`config.mk`:
```
export PLATFORM = sky130hd
export DESIGN_NAME = vram_arbiter
export DESIGN_NICKNAME = d
export VERILOG_FILES = /design/src/rtl/vram_arbiter.sv
export SDC_FILE = /design/constraint.sdc
export NUM_CORES = 1
export LEC_CHECK = 0
export ABC_AREA = 1
export CORE_UTILIZATION = 35
export CTS_BUF_LIST = sky130_fd_sc_hd__clkbuf_8
export DETAILED_ROUTE_END_ITERATION = 8
export PLACE_DENSITY = 0.78
export SLEW_MARGIN = 20
export SYNTH_ARGS = -nofsm -noshare
export SYNTH_HDL_FRONTEND = slang
export SYNTH_SLANG_ARGS = --single-unit
```
`constraint.sdc`:
```
create_clock -name CLK1_50 -period 1.54 [get_ports CLK1_50]
set_input_delay 0.154 -clock CLK1_50 [delete_from_list [all_inputs] [get_ports CLK1_50]]
set_output_delay 0.154 -clock CLK1_50 [all_outputs]
set_load 0.01 [all_outputs]
```
`src/rtl/vram_arbiter.sv`:
```
// vram_arbiter: shares single-port VRAM between CPU and VGA scanout with bounded CPU wait
module vram_arbiter #(
  parameter int ADDR_W       = 16,
  parameter int DATA_W       = 16,
  parameter int CPU_MAX_WAIT = 4
) (
  input  logic              CLK1_50,
  input  logic              RST_N,
  input  logic              vga_req,
  input  logic [ADDR_W-1:0] vga_addr,
  output logic              vga_valid,
  output logic [DATA_W-1:0] vga_rdata,
  input  logic              cpu_req,
  input  logic              cpu_we,
  input  logic [ADDR_W-1:0] cpu_addr,
  input  logic [DATA_W-1:0] cpu_wdata,
  output logic              cpu_ack,
  output logic [DATA_W-1:0] cpu_rdata,
  output logic [ADDR_W-1:0] ram_addr,
  output logic              ram_we,
  output logic [DATA_W-1:0] ram_wdata,
  input  logic [DATA_W-1:0] ram_rdata,
  output logic [1:0]        dbg_owner
);
  localparam logic [3:0] max_wait = 4'(CPU_MAX_WAIT);
  logic busy_v, busy_c, s1_valid, s1_owner, s2_valid, s2_owner;
  logic elig_v, elig_c, grant_v, grant_c;
  logic [3:0] cpu_wait;
  assign elig_v = vga_req & ~busy_v;
  assign elig_c = cpu_req & ~busy_c;
  assign grant_c = elig_c & (~elig_v | (cpu_wait == max_wait));
  assign grant_v = elig_v & ~grant_c;
  assign vga_valid = s2_valid & ~s2_owner;
  assign cpu_ack = s2_valid & s2_owner;
  assign vga_rdata = vga_valid ? ram_rdata : '0;
  assign cpu_rdata = cpu_ack ? ram_rdata : '0;
  assign dbg_owner = {s1_valid & s1_owner, s1_valid & ~s1_owner};
  // issue stage: register the winner's access; address/data hold when idle
  always_ff @(posedge CLK1_50 or negedge RST_N)
    if (!RST_N) begin
      ram_addr <= '0;
      ram_wdata <= '0;
      ram_we <= 1'b0;
      s1_valid <= 1'b0;
      s1_owner <= 1'b0;
    end else begin
      ram_addr <= grant_c ? cpu_addr : grant_v ? vga_addr : ram_addr;
      ram_wdata <= grant_c ? cpu_wdata : ram_wdata;
      ram_we <= grant_c & cpu_we;
      s1_valid <= grant_c | grant_v;
      s1_owner <= grant_c;
    end
  // completion stage: s2 drives the ack/valid pulses as RAM data arrives
  always_ff @(posedge CLK1_50 or negedge RST_N)
    if (!RST_N) begin
      s2_valid <= 1'b0;
      s2_owner <= 1'b0;
    end else begin
      s2_valid <= s1_valid;
      s2_owner <= s1_owner;
    end
  // busy from grant until the end of the requester's ack cycle
  always_ff @(posedge CLK1_50 or negedge RST_N)
    if (!RST_N) begin
      busy_v <= 1'b0;
      busy_c <= 1'b0;
    end else begin
      busy_v <= grant_v | (busy_v & ~vga_valid);
      busy_c <= grant_c | (busy_c & ~cpu_ack);
    end
  // count eligible CPU cycles lost to VGA, saturating at the limit
  always_ff @(posedge CLK1_50 or negedge RST_N)
    if (!RST_N) cpu_wait <= '0;
    else cpu_wait <= (!elig_c || grant_c) ? 4'd0 : (cpu_wait == max_wait) ? cpu_wait : cpu_wait + 4'd1;
endmodule

```
==> metrics.md, run 1 <==
| Metric | Value |
|---|---|
| DRC | 0 |
| Largest area contributor in the netlist | dfrtp_1 |
| H-tree levels | 2 |
| Startpoint class of the critical path | register |
| Share of the synthesized area in the top cell type | 0.5077 |
| Finished Cell Area | 0.003687 mm^2 |
| Dominant cells by area after synthesis | dfrtp_1 51%, nand2_1 15%, nand3_1 8.0%, nor2_1 6.9%, a21boi_0 5.7% |
| CTS sink count | 43 |
| Site Rows | 27 |
| Port Buffers | 137 |
| GP Congestion | 0.7715 |
| Register area share after synthesis | 0.5077 |
| R2r startpoint | cpu_wait[0] |
| CTS buffer count | 5 |
| CTS tree | done |
| PwrDens | 561.2 mW/mm^2 |
| Clock-pin slew on the worst setup and hold paths | 0.08 ns |
| Drt initial violations | 93 |
| Max Cap Violations | 0 |
| Setup total negative slack | -0.1805 ns |
| R2R Setup Slk | 0.12 ns |
| Final worst setup slack | -0.07321 ns |
| Initial antenna violation count | 0 |
| Synth Cell Area | 0.002120 mm^2 |
| # IOs | 138 |
| Cells after Synth | 271 |
| Synth Warn # | 0 |
| Rel. slew slack | 0.8075 |
| Mapped Avg Cell Area | 7.821 um^2 |
| ANT cells | 0 |
| F_max | 619.9 MHz |
| Die height | 79.82 um |
| Worst EP required | 1.39 ns |
| Crit Path Class | reg2out |
| Vias in the first global route | 2,228 |
| Slew Limit Fails | 0 |
| Placed Area | 0.003628 mm^2 |
| Min cycle time layout | 1.613 ns |
| Final antenna-violating net count | 0 |
| VDD IR max | 361.7 uV |
| Critical path data arrival time | 1.46 ns |
| Core footprint | 0.005675 mm^2 |
| Final Hold Vio Count | 0 |
| Vias | 2,309 |
| #FFs+latches synth | 43 |
| First-pass GRT wire length | 10,270 um |
| Failing checks | negative setup slack |
| Grt ovf | 0 |
| Worst Tran Pin Value | 0.2883 ns |
| Final HPWL DP | 5030 um |
| Clock Latency Late Sink | 0.29 ns |
| Worst R2R End | ram_wdata[6] |
| Layout cells sized above 1 | 0.1351 |
| Clock root buffer master | clkbuf_8 |
| R2r worst-path depth | 8 |
| Status | finished, violations left |
| Setup Viol. Count Final | 3 |
| Largest net degree at the start of global routing | 39 |
| Vias per std cell | 4.674 |
| Worst-path maximum fanout | 3 |
| Static Leak | 1.908 nW |
| Worst clock skew | 0.003844 ns |
| Setup crit start | s2_owner |
| Routed WL | 6600 um |
| Post-layout util | 0.6497 |
| GRT Total Usage | 0.2082 |
| Crit path capture type | output port |
| Die area | 0.006371 mm^2 |
| Die width | 79.82 um |
| Net count after synthesis | 342 |
| Final Net Count | 493 |
| Library cells used by synthesis | 20 |
| Drt pass-1 iters | 4 |
| Place WS | -0.07070 ns |
| RSZ-0062 raised after global routing | true |
| Starting Density | 0.3735 |
| Area growth from synthesis to layout | 73.97% |
| Clk buf depth | 2 |
| Wire per inst | 13.36 um |
| Min-Delay Path Class | in2async |
| Final period util | 1.048 |
[sequential cells by signal, indices dropped and copies added (netlist names)]
name / flops
ram_we: 1
cpu_wait: 4
busy_v: 1
s2_owner: 1
s1_valid: 1
busy_c: 1
ram_wdata: 16
s1_owner: 1
s2_valid: 1
ram_addr: 16
[Yosys cell counts (all sizes together)]
cell type  instances
xor2               1
nor2              40
a21boi            16
dfrtp             43
o21ai              2
nand3             35
nand2             88
ha                 2
xnor2              1
inv               32
clkbuf             3
buf                8
[worst max-delay path: stages (launching register included)]
cell        delay, ns
dfrtp_1          0.41
nor2_4           0.18
clkinvlp_4       0.13
buf_6            0.13
buf_6            0.11
nor2_1           0.08
buf_2            0.13
[final cells by class]
class | instances | area, um^2
fill | 486 | 1988
timing repair buffer | 154 | 1435
sequential | 43 | 1076
multi-input combinational | 185 | 868.3
inverter | 32 | 122.6
tap | 72 | 90.09
clock buffer | 6 | 82.58
timing repair inverter | 1 | 7.507
clock inverter | 1 | 5.005
[cells in the final DEF, fill, tap and decap left out]
cell type        count
clkdlybuf4s50_1    102
nand2_1             85
dfrtp_1             43
nor2_1              35
nand3_1             34
inv_1               27
a21boi_0            16
dlygate4sd2_1       13
buf_4               11
clkbuf_2            10
buf_2                9
clkbuf_8             6
nor2_2               4
inv_2                4
clkdlybuf4s15_1      3
buf_12               3
nand2_4              2
o21ai_0              2
ha_1                 2
buf_6                2
nand3_2              1
nand2_2              1
inv_4                1
nor2_4               1
xnor2_1              1
xor2_1               1
clkinv_2             1
clkinvlp_4           1
dlygate4sd3_1        1
[per-stage QoR]
stage	hold WS (ns)	cells	power, mW
floorplan	-0.1416	271	1.169
global placement	0.0003389	480	1.373
detailed placement	-0.001879	480	1.374
CTS	0.2213	493	2.087
global route	0.2234	494	2.154
finish	0.2192	494	2.069
[metal layers]
layer | track usage | vias to the layer above | part of all wire
li1 | - | 1131 | -
met1 | 0.2237 | 1053 | 0.38
met2 | 0.3949 | 112 | 0.52
met3 | 0.04686 | 13 | 0.078
met4 | 0.07321 | 0 | 0.020
met5 | 0 | - | 0
[report_power, final]
part           leakage, nW  total, mW  switching (mW)  internal [mW]
sequential           0.591       1.13               0           1.13
clock               0.0470      0.718           0.366          0.352
combinational         1.27      0.223          0.0610          0.162
[worst max-delay path by stage]
stage | end | cells past startpoint | slack [ns]
floorplan | vga_rdata[10] | 4 | 0.25
global placement | vga_rdata[12] | 4 | -0.007
detailed placement | vga_rdata[15] | 4 | -0.07
CTS | vga_rdata[11] | 7 | -0.05
global route | vga_rdata[3] | 6 | -0.14
finish | vga_rdata[3] | 6 | -0.07
[logic make-up after synthesis]
kind of cell / Yosys count / synth area share
and+or+nand+nor: 163 / 0.3211
xor gates and xnor gates: 2 / 0.008266
AOI/OAI and AO/OA: 18 / 0.06140
DFF: 43 / 0.5077
adders and majority gates: 2 / 0.01180
buffers and inverters: 43 / 0.08973
[what timing repair did]
action	4_1_cts	5_1_grt
endpoints found under the hold margin	43	0
pin swaps	2	2
gates cloned	1	0
setup buffers	4	1
hold buffers	1	0
gates resized for setup	66	25
setup endpoints to repair	34	20
Note: power is estimated with default switching activity, not from simulation.
==> run 2: changes to the inputs <==
Settings changed: CAP_MARGIN set to 10, TNS_END_PERCENT set to 50.
==> run 2 against run 1 <==
The flow still finishes with violations (negative setup slack). Clock-buffer cell count unchanged. Final cell count did not move. Utilization unchanged. Setup slack better by 0.00056 ns. Sequential power about the same. Design area unchanged. First-iteration DRC count down 3.2%. Sequential share of layout area unchanged. Via count rose by 0.17%. Global-route usage stayed put. Power barely moved. Worst hold slack improved by 0.0020 ns. Largest power group unchanged.
==> metrics.md, run 2 (synthesis gave the netlist of run 1 again) <==
| Metric | Value |
|---|---|
| First-pass GRT wire length | 10,270 um |
| Site Rows | 27 |
| Largest net degree at the start of global routing | 39 |
| Area growth from synthesis to layout | 73.97% |
| Layout cells sized above 1 | 0.1351 |
| Port Buffers | 137 |
| Wire per inst | 13.39 um |
| Vias | 2,313 |
| ANT cells | 0 |
| Drt pass-1 iters | 4 |
| Clock share of power | 0.347 |
| CTS tree | done |
| Gate power share | 0.108 |
| Min-Delay Path Class | in2async |
| Slew Limit Fails | 0 |
| DRC | 0 |
| PwrDens | 560.9 mW/mm^2 |
| Clock root buffer master | clkbuf_8 |
| Clock Latency Late Sink | 0.29 ns |
| GRT Total Usage | 0.2082 |
| Vias in the first global route | 2,228 |
| Rel. slew slack | 0.8065 |
| Switching Fraction | 0.2059 |
| Min cycle time layout | 1.613 ns |
| Final worst setup slack | -0.07265 ns |
| Commonest cells after routing, fill and taps aside | 102 x clkdlybuf4s50_1, 85 x nand2_1, 43 x dfrtp_1 |
| Net switching power | 0.4259 mW |
| # IOs | 138 |
| Die height | 79.82 um |
| Setup total negative slack | -0.1789 ns |
| Worst clock skew | 0.003195 ns |
| Sequential share of power | 0.545 |
| Final HPWL DP | 5030 um |
| Vias per std cell | 4.682 |
| Status | finished, violations left |
| Failing checks | negative setup slack |
| H-tree levels | 2 |
| Final Net Count | 493 |
| Most common cell after layout, fill and taps aside | clkdlybuf4s50_1 |
| Tot Pwr | 2.068 mW |
| Drt initial violations | 90 |
| Crit Path Class | reg2out |
| Core footprint | 0.005675 mm^2 |
| Biggest regs | ram_addr x16, ram_wdata x16, cpu_wait x4 |
| Clock-pin slew on the worst setup and hold paths | 0.08 ns |
| CTS buffer count | 5 |
| Routed WL | 6614 um |
| VDD IR max | 361.7 uV |
| Critical path data arrival time | 1.46 ns |
| Starting Density | 0.3735 |
| Initial antenna violation count | 0 |
| Static Leak | 1.908 nW |
| Grt ovf | 0 |
| Max Cap Violations | 0 |
| F_max | 620.1 MHz |
| CTS sink count | 43 |
| P_int | 1.642 mW |
| Final antenna-violating net count | 0 |
| RSZ-0062 raised after global routing | true |
| Setup Viol. Count Final | 3 |
| Worst Tran Pin Value | 0.2898 ns |
| Worst-path maximum fanout | 3 |
| Final period util | 1.047 |
| Crit path capture type | output port |
| Die width | 79.82 um |
| Worst EP required | 1.39 ns |
| Startpoint class of the critical path | register |
| Final Hold Vio Count | 0 |
| GP Congestion | 0.7715 |
| Clk buf depth | 2 |
| Die area | 0.006371 mm^2 |
-- run 2: power groups by stage --
| stage | sequential (mW) | combinational (mW) | clock [mW] |
|---|---|---|---|
| finish | 1.13 | 0.223 | 0.717 |
| global route | 1.13 | 0.241 | 0.785 |
| CTS | 1.13 | 0.226 | 0.733 |
| detailed placement | 1.15 | 0.223 | 0 |
| global placement | 1.15 | 0.222 | 0 |
| floorplan | 1.15 | 0.0182 | 0 |
-- run 2: final cells by class --
cell class | instances | area [um^2]
Sequential cell | 43 | 1076
Timing Repair Buffer | 154 | 1435
Clock inverter | 1 | 5.005
Multi-Input combinational cell | 185 | 868.3
Clock buffer | 6 | 82.58
Timing Repair inverter | 1 | 7.507
Fill cell | 486 | 1988
Inverter | 32 | 122.6
Tap cell | 72 | 90.09
-- run 2: per-stage QoR --
| stage | instance area (um^2) | utilization | hold slack [ns] | setup WS [ns] | instances |
|---|---|---|---|---|---|
| 4_1_cts | 3707 | 0.6532 | 0.2213 | -0.05127 | 493 |
| 3_5_place_dp | 3628 | 0.6393 | -0.001879 | -0.07070 | 480 |
| 5_1_grt | 3687 | 0.6497 | 0.2234 | -0.1446 | 494 |
| 3_3_place_gp | 3628 | 0.6393 | 0.0003389 | -0.007227 | 480 |
| 2_1_floorplan | 2120 | - | -0.1416 | 0.2477 | 271 |
| 6_report | 3687 | 0.6497 | 0.2212 | -0.07265 | 494 |
-- run 2: per-layer routing --
| layer | global-route usage | share of wire | vias up |
|---|---|---|---|
| li1 | - | - | 1133 |
| met1 | 0.2237 | 0.38 | 1053 |
| met2 | 0.3949 | 0.52 | 114 |
| met3 | 0.04686 | 0.079 | 13 |
| met4 | 0.07321 | 0.020 | 0 |
| met5 | 0 | 0 | - |
-- run 2: critical path, stage by stage, from the launching register on --
cell	delay [ns]
dfrtp_1	0.41
nor2_4	0.18
clkinvlp_4	0.13
buf_6	0.13
buf_6	0.11
nor2_1	0.08
buf_2	0.13
-- run 2: path summary, 6_finish.rpt --
check | slack (ns) | start | endpoint | depth (start not counted)
min | 0.22 | RST_N | ram_addr[0] | 2
min reg2reg | 0.42 | s1_owner | s2_owner | 0
min in group CLK1_50 | 0.38 | cpu_we | ram_we | 3
max | -0.07 | s2_owner | vga_rdata[3] | 6
max reg2reg | 0.12 | cpu_wait[0] | ram_wdata[6] | 8
max in group asynchronous | 0.89 | RST_N | ram_wdata[8] | 3
-- run 2: what timing repair did --
| item | 4_1_cts | 5_1_grt |
|---|---|---|
| hold endpoints to repair | 43 | 0 |
| setup endpoints to repair | 34 | 20 |
| gates cloned | 1 | 0 |
| pin swaps | 2 | 2 |
| hold buffers | 1 | 0 |
| resized for setup | 66 | 25 |
| buffers inserted | 4 | 1 |
